===== src/rtl/dgd_pkg.sv =====
// Shared constants and FSM state type for the dual grant decoder.
package dgd_pkg;

    localparam int unsigned N_REQ  = 12;
    localparam int unsigned CODE_W = 4;

    localparam logic [CODE_W-1:0] NO_REQ = '0;

    typedef enum logic [1:0] {
        StIdle,
        StGnt1,
        StGnt2,
        StFin
    } state_e;

endpackage


===== src/rtl/onehot_dec12.sv =====
// Combinational 4-bit code to 12-bit one-hot decoder; codes 0 and 13..15 give zero.
module onehot_dec12
    import dgd_pkg::*;
(
    input  logic [CODE_W-1:0] code_i,
    output logic [N_REQ-1:0]  onehot_o
);

    always_comb begin
        onehot_o = '0;
        for (int unsigned i = 0; i < N_REQ; i++) begin
            onehot_o[i] = (code_i == CODE_W'(i + 1));
        end
    end

endmodule


===== src/rtl/dual_grant_decoder.sv =====
// Accepts a prioritised pair of request codes and grants each in turn, one-hot, until acked.
// Optional grant watchdog enabled by defining DGD_TIMEOUT_EN.
module dual_grant_decoder
    import dgd_pkg::*;
#(
    parameter int unsigned TIMEOUT = 16
) (
    input  logic              clk,
    input  logic              rst_n,
    input  logic              code_valid,
    output logic              code_ready,
    input  logic [CODE_W-1:0] first,
    input  logic [CODE_W-1:0] second,
    output logic [N_REQ-1:0]  gnt,
    input  logic              ack,
    output logic              busy,
    output logic              done,
    output logic              err
);

    state_e             state_q, state_d;
    logic [N_REQ-1:0]   g1_q, g1_d;
    logic [N_REQ-1:0]   g2_q, g2_d;
    logic [N_REQ-1:0]   gnt_q, gnt_d;
    logic [N_REQ-1:0]   g1_in, g2_raw, g2_in;
    logic               in_grant;
    logic               expire;
    logic               advance;

    onehot_dec12 u_dec_first (
        .code_i   (first),
        .onehot_o (g1_in)
    );

    onehot_dec12 u_dec_second (
        .code_i   (second),
        .onehot_o (g2_raw)
    );

    // A repeated code is only granted once.
    assign g2_in    = ((first == second) && (first != NO_REQ)) ? '0 : g2_raw;
    assign in_grant = (state_q == StGnt1) || (state_q == StGnt2);
    assign advance  = ack || expire;

    always_comb begin
        state_d = state_q;
        g1_d    = g1_q;
        g2_d    = g2_q;
        gnt_d   = gnt_q;
        unique case (state_q)
            StIdle: begin
                if (code_valid) begin
                    g1_d = g1_in;
                    g2_d = g2_in;
                    if (g1_in != '0) begin
                        state_d = StGnt1;
                        gnt_d   = g1_in;
                    end else if (g2_in != '0) begin
                        state_d = StGnt2;
                        gnt_d   = g2_in;
                    end else begin
                        state_d = StFin;
                        gnt_d   = '0;
                    end
                end
            end
            StGnt1: begin
                if (advance) begin
                    if (g2_q != '0) begin
                        state_d = StGnt2;
                        gnt_d   = g2_q;
                    end else begin
                        state_d = StFin;
                        gnt_d   = '0;
                    end
                end
            end
            StGnt2: begin
                if (advance) begin
                    state_d = StFin;
                    gnt_d   = '0;
                end
            end
            StFin: begin
                state_d = StIdle;
                g1_d    = '0;
                g2_d    = '0;
                gnt_d   = '0;
            end
            default: begin
                state_d = StIdle;
                gnt_d   = '0;
            end
        endcase
    end

    always_ff @(posedge clk or negedge rst_n) begin
        if (!rst_n) begin
            state_q <= StIdle;
            g1_q    <= '0;
            g2_q    <= '0;
            gnt_q   <= '0;
        end else begin
            state_q <= state_d;
            g1_q    <= g1_d;
            g2_q    <= g2_d;
            gnt_q   <= gnt_d;
        end
    end

`ifdef DGD_TIMEOUT_EN
    logic [7:0] cnt_q, cnt_d;
    logic       err_q, err_d;

    // Count reaching TIMEOUT-1 on an un-acked cycle means TIMEOUT grant cycles have elapsed.
    assign expire = in_grant && !ack && (cnt_q == 8'(TIMEOUT - 1));

    always_comb begin
        cnt_d = cnt_q;
        err_d = err_q | expire;
        if (state_d != state_q) begin
            cnt_d = '0;
        end else if (in_grant && !ack) begin
            cnt_d = cnt_q + 8'd1;
        end
    end

    always_ff @(posedge clk or negedge rst_n) begin
        if (!rst_n) begin
            cnt_q <= '0;
            err_q <= 1'b0;
        end else begin
            cnt_q <= cnt_d;
            err_q <= err_d;
        end
    end

    assign err = err_q;
`else
    logic [7:0] unused_timeout;
    logic       unused_in_grant;

    assign unused_timeout  = 8'(TIMEOUT);
    assign unused_in_grant = in_grant;
    assign expire          = 1'b0;
    assign err             = 1'b0;
`endif

    assign gnt        = gnt_q;
    assign busy       = (state_q != StIdle);
    assign done       = (state_q == StFin);
    assign code_ready = (state_q == StIdle);

endmodule


===== config.mk =====
export PLATFORM = sky130hd
export DESIGN_NAME = dual_grant_decoder
export DESIGN_NICKNAME = d
export VERILOG_FILES = /design/src/rtl/dgd_pkg.sv /design/src/rtl/onehot_dec12.sv /design/src/rtl/dual_grant_decoder.sv
export SDC_FILE = /design/constraint.sdc
export NUM_CORES = 1
export LEC_CHECK = 0
export CAP_MARGIN = 20
export CORE_MARGIN = 8
export CORE_UTILIZATION = 53
export DETAILED_ROUTE_END_ITERATION = 16
export GPL_TIMING_DRIVEN = 1
export PLACE_DENSITY = 0.8
export REMOVE_ABC_BUFFERS = 1
export SLEW_MARGIN = 25
export SYNTH_ARGS = -nofsm -noshare
export SYNTH_HDL_FRONTEND = slang
export SYNTH_SLANG_ARGS = --single-unit

===== constraint.sdc =====
create_clock -name clk -period 2.3 [get_ports clk]
set_input_delay 0.46 -clock clk [delete_from_list [all_inputs] [get_ports clk]]
set_output_delay 0.46 -clock clk [all_outputs]
set_load 0.01 [all_outputs]

# Word level (Yosys, flattened, before mapping)
# Index checks and enable logic that the tools add are counted.
# Widths: inputs -> output; s select.
[op_classes]
reduce_logical = 10
eq_ne = 31
mux = 17
[ops]
columns = ["cell", "n"]
rows = [
  ["$mux 12", 8],
  ["$pmux 12 s4", 1],
  ["$eq 4x4->1 const B", 10],
  ["$reduce_bool 12->1", 3],
  ["$eq 4x3->1 const B", 8],
  ["$pmux 12 s2", 1],
  ["$eq 4x2->1 const B", 4],
  ["$eq 4x1->1 const B", 2],
  ["$mux 2", 4],
  ["$pmux 2 s4", 1],
  ["$ne 2x2->1 const B", 3],
  ["$eq 2x2->1 const B", 2],
  ["$eq 4x4->1", 1],
  ["$reduce_bool 2->1", 2],
  ["$reduce_bool 4->1", 1],
  ["$reduce_and 3->1", 1],
  ["$eq 2x1->1 const B", 1],
  ["$logic_not 2->1", 1],
  ["$mux 1", 2],
  ["$reduce_and 2->1", 1],
  ["$logic_and 1x1->1", 1],
]
[word_totals]
reg_bits = 26

# Longest topological paths before layout
# Gate-level depths: netlist (run 1).
[depth]
ltp_word = 8
ltp_mapped = 8

# By module
# A second synthesis (run 1) with hierarchy kept.
[hier_totals]
cells_unflattened = 187
hier_area_um2 = 1843.0
[modules_own_cells]
columns = ["mod", "cells_each", "area_per_inst_um2", "n_inst"]
rows = [
  ["dual_grant_decoder", 155, 1492.7, 1],
  ["onehot_dec12", 16, 175.2, 2],
]

# Worst setup path before layout (run 1)
# OpenSTA, ideal clock, no wires.
[synth_path]
path_kind = "register to register"
from = "reg state_q[0]"
to = "reg gnt_q[9], in the netlist gnt[9]"
path_slack_ns = 0.554
arrival_ns = 1.614
path_stages_with_launch = 9
setup_ns = 0.132
synth_period_minus_slack_ns = 1.746
required_ns = 2.168
path_cell_list = "dfrtp_1 > inv_1 > ha_1 > clkbuf_2 > clkbuf_2 > and3b_1 > a31o_2 > a31oi_1 > o21ai_1"
[synth_via]
elab_chain_cells = 3
elab_cells_between_ends = 9
classes_between = "6 x eq/ne; 1 x mux; 2 x reduce/logical"
[synth_lines]
columns = ["element", "line_no", "source"]
rows = [
  ["start: declaration", "dual_grant_decoder.sv:21", "state_e state_q, state_d;"],
  ["start signal: assignment", "dual_grant_decoder.sv:99", "state_q <= StIdle;"],
  ["start signal: assignment", "dual_grant_decoder.sv:104", "state_q <= state_d;"],
  ["$logic_not 2->1 *", "n/a", ""],
  ["named net code_ready", "dual_grant_decoder.sv:11", "output logic code_ready,"],
  ["$ne 2x2->1 (no line)", "n/a", ""],
  ["$reduce_and 3->1 (no line)", "n/a", ""],
  ["end signal: assignment", "dual_grant_decoder.sv:107", "gnt_q <= gnt_d;"],
  ["end: declaration", "dual_grant_decoder.sv:24", "logic [N_REQ-1:0] gnt_q, gnt_d;"],
]
# Mark *: on every way through the listed nets, which the timed path passes. The rest lies on a longest branch.
# A chain may end at the register's enable or synchronous reset.

# Final worst setup path (run 1)
[layout_path]
from = "reg state_q[0]"
to = "out code_ready"
[layout_via]
elab_chain_cells = 1
[layout_lines]
columns = ["element", "line_no", "source"]
rows = [
  ["$logic_not 2->1", "dual_grant_decoder.sv:152", "assign code_ready = (state_q == StIdle);"],
  ["end: declaration", "dual_grant_decoder.sv:11", ""],
]
# Every way passes these cells.

==> run metrics, run 1 <==
Routed Wire Length=4880 µm; share of cells above drive strength 1=18.6%; fillers=250; yosys warns=0; worst path required time=1.84 ns; clk slew on worst S/H paths=0.15 ns; TritonCTS Buffers=3; Seq/Total Area, Yosys=36.6%; htree depth=1; wire per inst=18.0 µm; Syn Area/Cell=8.97 µm²; Worst Setup Path Type=reg -> out; Main synth FF type=dfrtp_1; Cells after Synth=198; number of global-route vias before repair=1679; row cnt=21; Max clock buf depth=2; CTS tree=built; number of remaining DRC errors=0; final worst slack=0.125 ns; Final min period=2.18 ns; area occupied by registers=651 µm²; DP Wirelength=3710 µm; Least-Margin Pin Slew=0.684 ns; setup repair bufs after CTS=0; fin crit share=94.6%; cts repair resizes=0; synthesis-stage register bit count=26; GP Congestion=0.907; max-slew violation count=0; global-route usage over all layers=19.5%; Post-synth EDFFs=0; Die H=73.9 µm; core area=3280 µm²; commonest non-fill, non-tap cell in the layout=nand2_1; Initial Utilization=54.1%; critical path arrival=1.72 ns; first-pass GRT wire length=8290 µm; Die W=73.9 µm; largest net degree at the start of global routing=27; clock skew=0.00611 ns; RSZ-0062 raised after global routing=no; area of the multi-input gates=1000 µm²; Total Neg Setup Slack=0 ns; status=finished, final reports clean; initial antenna violation count=0; VDD IR max=0.532 mV; num ports=28; Die Area=5460 µm²; worst-path maximum fanout=5; grt ovf=0; fmax=460 MHz; Via density=6.09; CTS Sinks=26; Worst setup EP type=output pin; pre-CTS WS=0.0488 ns; number of routed nets with antenna violations=0; Final setup viols=0; port bufs=26; Root Buffer Master=clkbuf_4; Clock Latency Late Sink=0.33 ns; endpoints failing hold=0; CTS Hold Bufs=0; DR vias=1656; Layout area overhead=22.6%; max_cap viols=0; most frequent cells in the layout=nand2_1, dfrtp_1, clkdlybuf4s50_1; hold crit path type=in -> async; asr flop ratio synth=100%; pwr/cell area=947 nW/µm²; synthesized cell area=1780 µm²; Yosys cell types=45; first-pass iteration count of the detailed router=4; NumNets Final=243; ant diodes=0; Pleak=0.971 nW; Starting DRT DRC Count=243; CP Launch Type=flip-flop; Max-Slew Margin vs Limit=53.2%
-- Yosys cell counts (2+ instances only) --
cell / number / area (µm²)
a21oi_1: 3 / 15.0
a31o_2: 7 / 61.3
a31oi_1: 11 / 68.8
a41o_1: 3 / 30.0
and3b_1: 10 / 87.6
buf_2: 6 / 30.0
buf_4: 2 / 15.0
buf_6: 2 / 22.5
clkbuf_1: 7 / 26.3
clkbuf_2: 2 / 10.0
dfrtp_1: 26 / 651
ha_1: 4 / 50.1
inv_1: 6 / 22.5
nand2_1: 37 / 139
nor2_1: 7 / 26.3
nor2b_1: 8 / 50.1
nor3_1: 2 / 10.0
o21ai_0: 5 / 25.0
o21ai_1: 13 / 65.1
o41ai_1: 2 / 17.5
o41ai_2: 6 / 97.6
or3_1: 4 / 25.0
xnor2_1: 2 / 17.5
xor2_1: 2 / 17.5
-- critical path: stages (launching register included) --
cell and delay, ns:
dfrtp_1 0.42, inv_1 0.14, ha_2 0.27, clkdlybuf4s50_1 0.57
-- final cells by class --
class / instances / share of cell area (%)
Timing Repair Buffer: 43 / 17.8
Inverter: 6 / 1.04
Tap cell: 46 / 2.65
Sequential cell: 26 / 29.9
Clock buffer: 3 / 1.04
Multi-Input combinational cell: 147 / 46.2
Clock inverter: 1 / 1.38
-- kinds of logic (layout without fill, tap and decap cells) --
kind of cell,count (synthesis),after routing,share of synthesized area [%]
AOI/OAI and AO/OA,59,59,26.1
buffers and inverters,25,53,7.12
muxes,1,1,0.564
DFF,26,26,36.6
other,1,1,0.211
adders and majority gates,4,4,2.82
xor gates and xnor gates,4,4,1.97
and+or+nand+nor,78,78,24.6
-- power by group --
part / switching, mW / internal (mW)
Sequential: 0.0787 / 0.564
Combinational: 0.633 / 0.468
Clock: 0.141 / 0.176
-- path summary, 6_finish.rpt --
check,startpoint,to,slack [ns],cells after the start
setup / recovery,state_q[0],code_ready,0.12,3
hold / removal,rst_n,gnt[9],0.48,2
setup reg to reg,state_q[1],state_q[0],0.28,6
hold reg to reg,gnt[2],gnt[2],0.50,2
max in group asynchronous,rst_n,g2_q[0],1.57,2
min in group clk,gnt[2],gnt[2],0.50,2
-- flip-flops by register name, indices dropped and copies added, names as in the netlist --
signal,flops
g2_q,12
gnt,12
state_q,2
-- layer usage --
metal | GRT usage (%) | vias to the layer above | wire length, µm
met4 | 9.98 | 0 | 201
met3 | 2.86 | 19 | 312
met2 | 31.8 | 76 | 2400
li1 | - | 773 | -
met5 | 0 | - | 0
met1 | 24.2 | 788 | 1970
-- per-stage QoR --
stage	hold WS, ns	instances	area, µm²	total power [mW]	utilization [%]
floorplan	0.164	179	1670	1.24	-
global placement	0.470	268	2120	1.68	64.6
finish	0.476	272	2180	2.06	66.2
CTS	0.471	272	2170	2.05	66.2
global route	0.491	272	2180	2.21	66.2
detailed placement	0.475	268	2120	1.72	64.6
Note: power is estimated with default switching activity, not from simulation.
==> run 2, diff against run 1 <==
--- a/config.mk
+++ b/config.mk
@@ -7,10 +7,10 @@
 export LEC_CHECK = 0
 export CAP_MARGIN = 20
 export CORE_MARGIN = 8
-export CORE_UTILIZATION = 53
+export CORE_UTILIZATION = 45
 export DETAILED_ROUTE_END_ITERATION = 16
 export GPL_TIMING_DRIVEN = 1
-export PLACE_DENSITY = 0.8
+export PLACE_DENSITY = 0.7
 export REMOVE_ABC_BUFFERS = 1
 export SLEW_MARGIN = 25
 export SYNTH_ARGS = -nofsm -noshare
==> run 2 against run 1 <==
First-iteration DRC count shrank 56%. Total power fell by 2.8%. Final cell count is 0.74% higher. Cell area up 0.11%. Register-to-register slack improved by 0.13 ns. Critical endpoint is now busy. Largest cell class unchanged.
==> run metrics, run 2 (synthesized netlist as in run 1, its figures left out) <==
final worst slack=0.134 ns (was 0.125 ns); worst reg2reg path depth=7 (was 6); htree depth=1 (unchanged); CTS tree=built (unchanged); cts repair resizes=0 (unchanged); grt ovf=0 (unchanged); pwr/cell area=920 nW/µm² (was 947 nW/µm²); R2R Path End=g2_q[3] (was state_q[0]); RR Startpoint=state_q[0] (was state_q[1]); critical path arrival=1.71 ns (was 1.72 ns); share of cells above drive strength 1=17.0% (was 18.6%); Worst path max stage delay=0.57 ns (about the same); largest net degree at the start of global routing=27 (unchanged); global-route usage over all layers=15.6% (was 19.5%); clk slew on worst S/H paths=0.10 ns (was 0.15 ns); pre-CTS WS=0.0745 ns (was 0.0488 ns); Tot Pwr=2.00 mW (was 2.06 mW); fillers=363 (was 250); row cnt=23 (was 21); Pleak=0.967 nW (was 0.971 nW); number of routed nets with antenna violations=0 (unchanged); Layout Utilization=56.1% (was 66.2%); endpoints failing hold=0 (unchanged); Routed Wire Length=4780 µm (was 4880 µm); Worst Setup Path Type=reg -> out (unchanged); first-pass iteration count of the detailed router=4 (unchanged); hold slack final=0.488 ns (was 0.476 ns); GP Congestion=0.873 (was 0.907); Die H=78.8 µm (was 73.9 µm); initial antenna violation count=0 (unchanged); status=finished, final reports clean (unchanged); Via density=5.66 (was 6.09); Max-Slew Margin vs Limit=67.3% (was 53.2%); Layout area overhead=22.7% (was 22.6%); CTS Sinks=26 (unchanged); Hold Crit Depth=2; Worst setup EP type=output pin (unchanged); Root Buffer Master=clkbuf_8 (was clkbuf_4); NumNets Final=241 (was 243); CTS Hold Bufs=0 (unchanged); Final min period=2.17 ns (was 2.18 ns); Least-Margin Pin Slew=0.478 ns (was 0.684 ns); RSZ-0062 raised after global routing=no (unchanged); fin crit share=94.2% (was 94.6%); worst path required time=1.84 ns (about the same); port bufs=26 (unchanged); Die Area=6210 µm² (was 5460 µm²); number of global-route vias before repair=1526 (was 1679); fmax=462 MHz (was 460 MHz); CP Launch Type=flip-flop (unchanged); Final setup viols=0 (unchanged); clock skew=0.00696 ns (was 0.00611 ns); Hold Path End=gnt[10]; commonest non-fill, non-tap cell in the layout=nand2_1 (unchanged); CP Cell Sequence=inv_1 > ha_1 > inv_1 > clkdlybuf4s50_1 (was inv_1 > ha_2 > clkdlybuf4s50_1); min-delay src=gnt[10]; max-slew violation count=0 (unchanged); first-pass GRT wire length=7780 µm (was 8290 µm); setup repair bufs after CTS=0 (unchanged); hold crit path type=reg -> reg (was in -> async); VDD IR max=0.287 mV (was 0.532 mV); TritonCTS Buffers=3 (unchanged); DP Wirelength=3490 µm (was 3710 µm); core area=3880 µm² (was 3280 µm²); Die W=78.8 µm (was 73.9 µm); max_cap viols=0 (unchanged); most frequent cells in the layout=nand2_1, dfrtp_1, clkdlybuf4s50_1 (unchanged); R2R Setup Slk=0.41 ns (was 0.28 ns); ant diodes=0 (unchanged); Critical-path top delay cell=clkdlybuf4s50_1 (unchanged); num ports=28 (unchanged); number of remaining DRC errors=0 (unchanged); wire per inst=17.4 µm (was 18.0 µm); most frequent cell on the critical path=inv_1; Initial Utilization=45.7% (was 54.1%); Max clock buf depth=2 (unchanged); DR vias=1551 (was 1656); Starting DRT DRC Count=107 (was 243); Clock Latency Late Sink=0.28 ns (was 0.33 ns); worst-path maximum fanout=5 (unchanged)
## run 2: power breakdown
group,internal (mW),leakage (nW),switching [mW]
clock network,0.154,0.0288,0.161
logic,0.437,0.584,0.606
registers,0.564,0.354,0.0808
## run 2: area by class of cell
type / count / area [µm²] / share of cell area (%)
flip-flops and latches: 26 / 651 / 29.9
clock buffers: 4 / 55.1 / 2.53
repair buffers: 41 / 385 / 17.7
multi-input cells: 147 / 1000 / 46.0
well taps: 50 / 62.6 / 2.87
inverters: 6 / 22.5 / 1.03
## run 2: how the worst max path moves through the flow
stage,slack (ns),cells after the start,endpoint,startpoint
2_1_floorplan,-0.41,5,g2_q[3],state_q[0]
5_1_grt,0.03,4,busy,state_q[0]
3_3_place_gp,0.13,5,g2_q[4],first[2]
6_report,0.13,4,busy,state_q[0]
4_1_cts,0.13,4,busy,state_q[0]
3_5_place_dp,0.07,5,g2_q[4],first[2]
## run 2: critical path: cells and delay by family, from the launching register on
family	cells	cell delay [ns]
DFF	1	0.39
adders and majority gates	1	0.23
buffers and inverters	3	0.82
## run 2: stage by stage
step | std cells | instance area [µm²] | setup TNS, ns
finish | 274 | 2180 | 0
global route | 274 | 2180 | 0
CTS | 274 | 2180 | 0
detailed placement | 270 | 2120 | 0
global placement | 270 | 2120 | 0
floorplan | 179 | 1670 | -4.14
## run 2: per-layer routing
metal  global-route usage, %  vias to the layer above  part of all wire (%)
li1                        -                      768                     -
met1                    19.7                      734                    47
met2                    26.1                       43                    48
met3                    1.69                        6                   4.0
met4                    7.04                        0                   1.7
met5                       0                        -                     0
==> run 3, diff against run 2 <==
--- a/config.mk
+++ b/config.mk
@@ -5,14 +5,12 @@
 export SDC_FILE = /design/constraint.sdc
 export NUM_CORES = 1
 export LEC_CHECK = 0
-export CAP_MARGIN = 20
 export CORE_MARGIN = 8
 export CORE_UTILIZATION = 45
 export DETAILED_ROUTE_END_ITERATION = 16
-export GPL_TIMING_DRIVEN = 1
 export PLACE_DENSITY = 0.7
 export REMOVE_ABC_BUFFERS = 1
-export SLEW_MARGIN = 25
+export SLEW_MARGIN = 5
 export SYNTH_ARGS = -nofsm -noshare
 export SYNTH_HDL_FRONTEND = slang
 export SYNTH_SLANG_ARGS = --single-unit
==> results of run 3 <==
Final layout, timing and power as in run 2 (identical DEF).
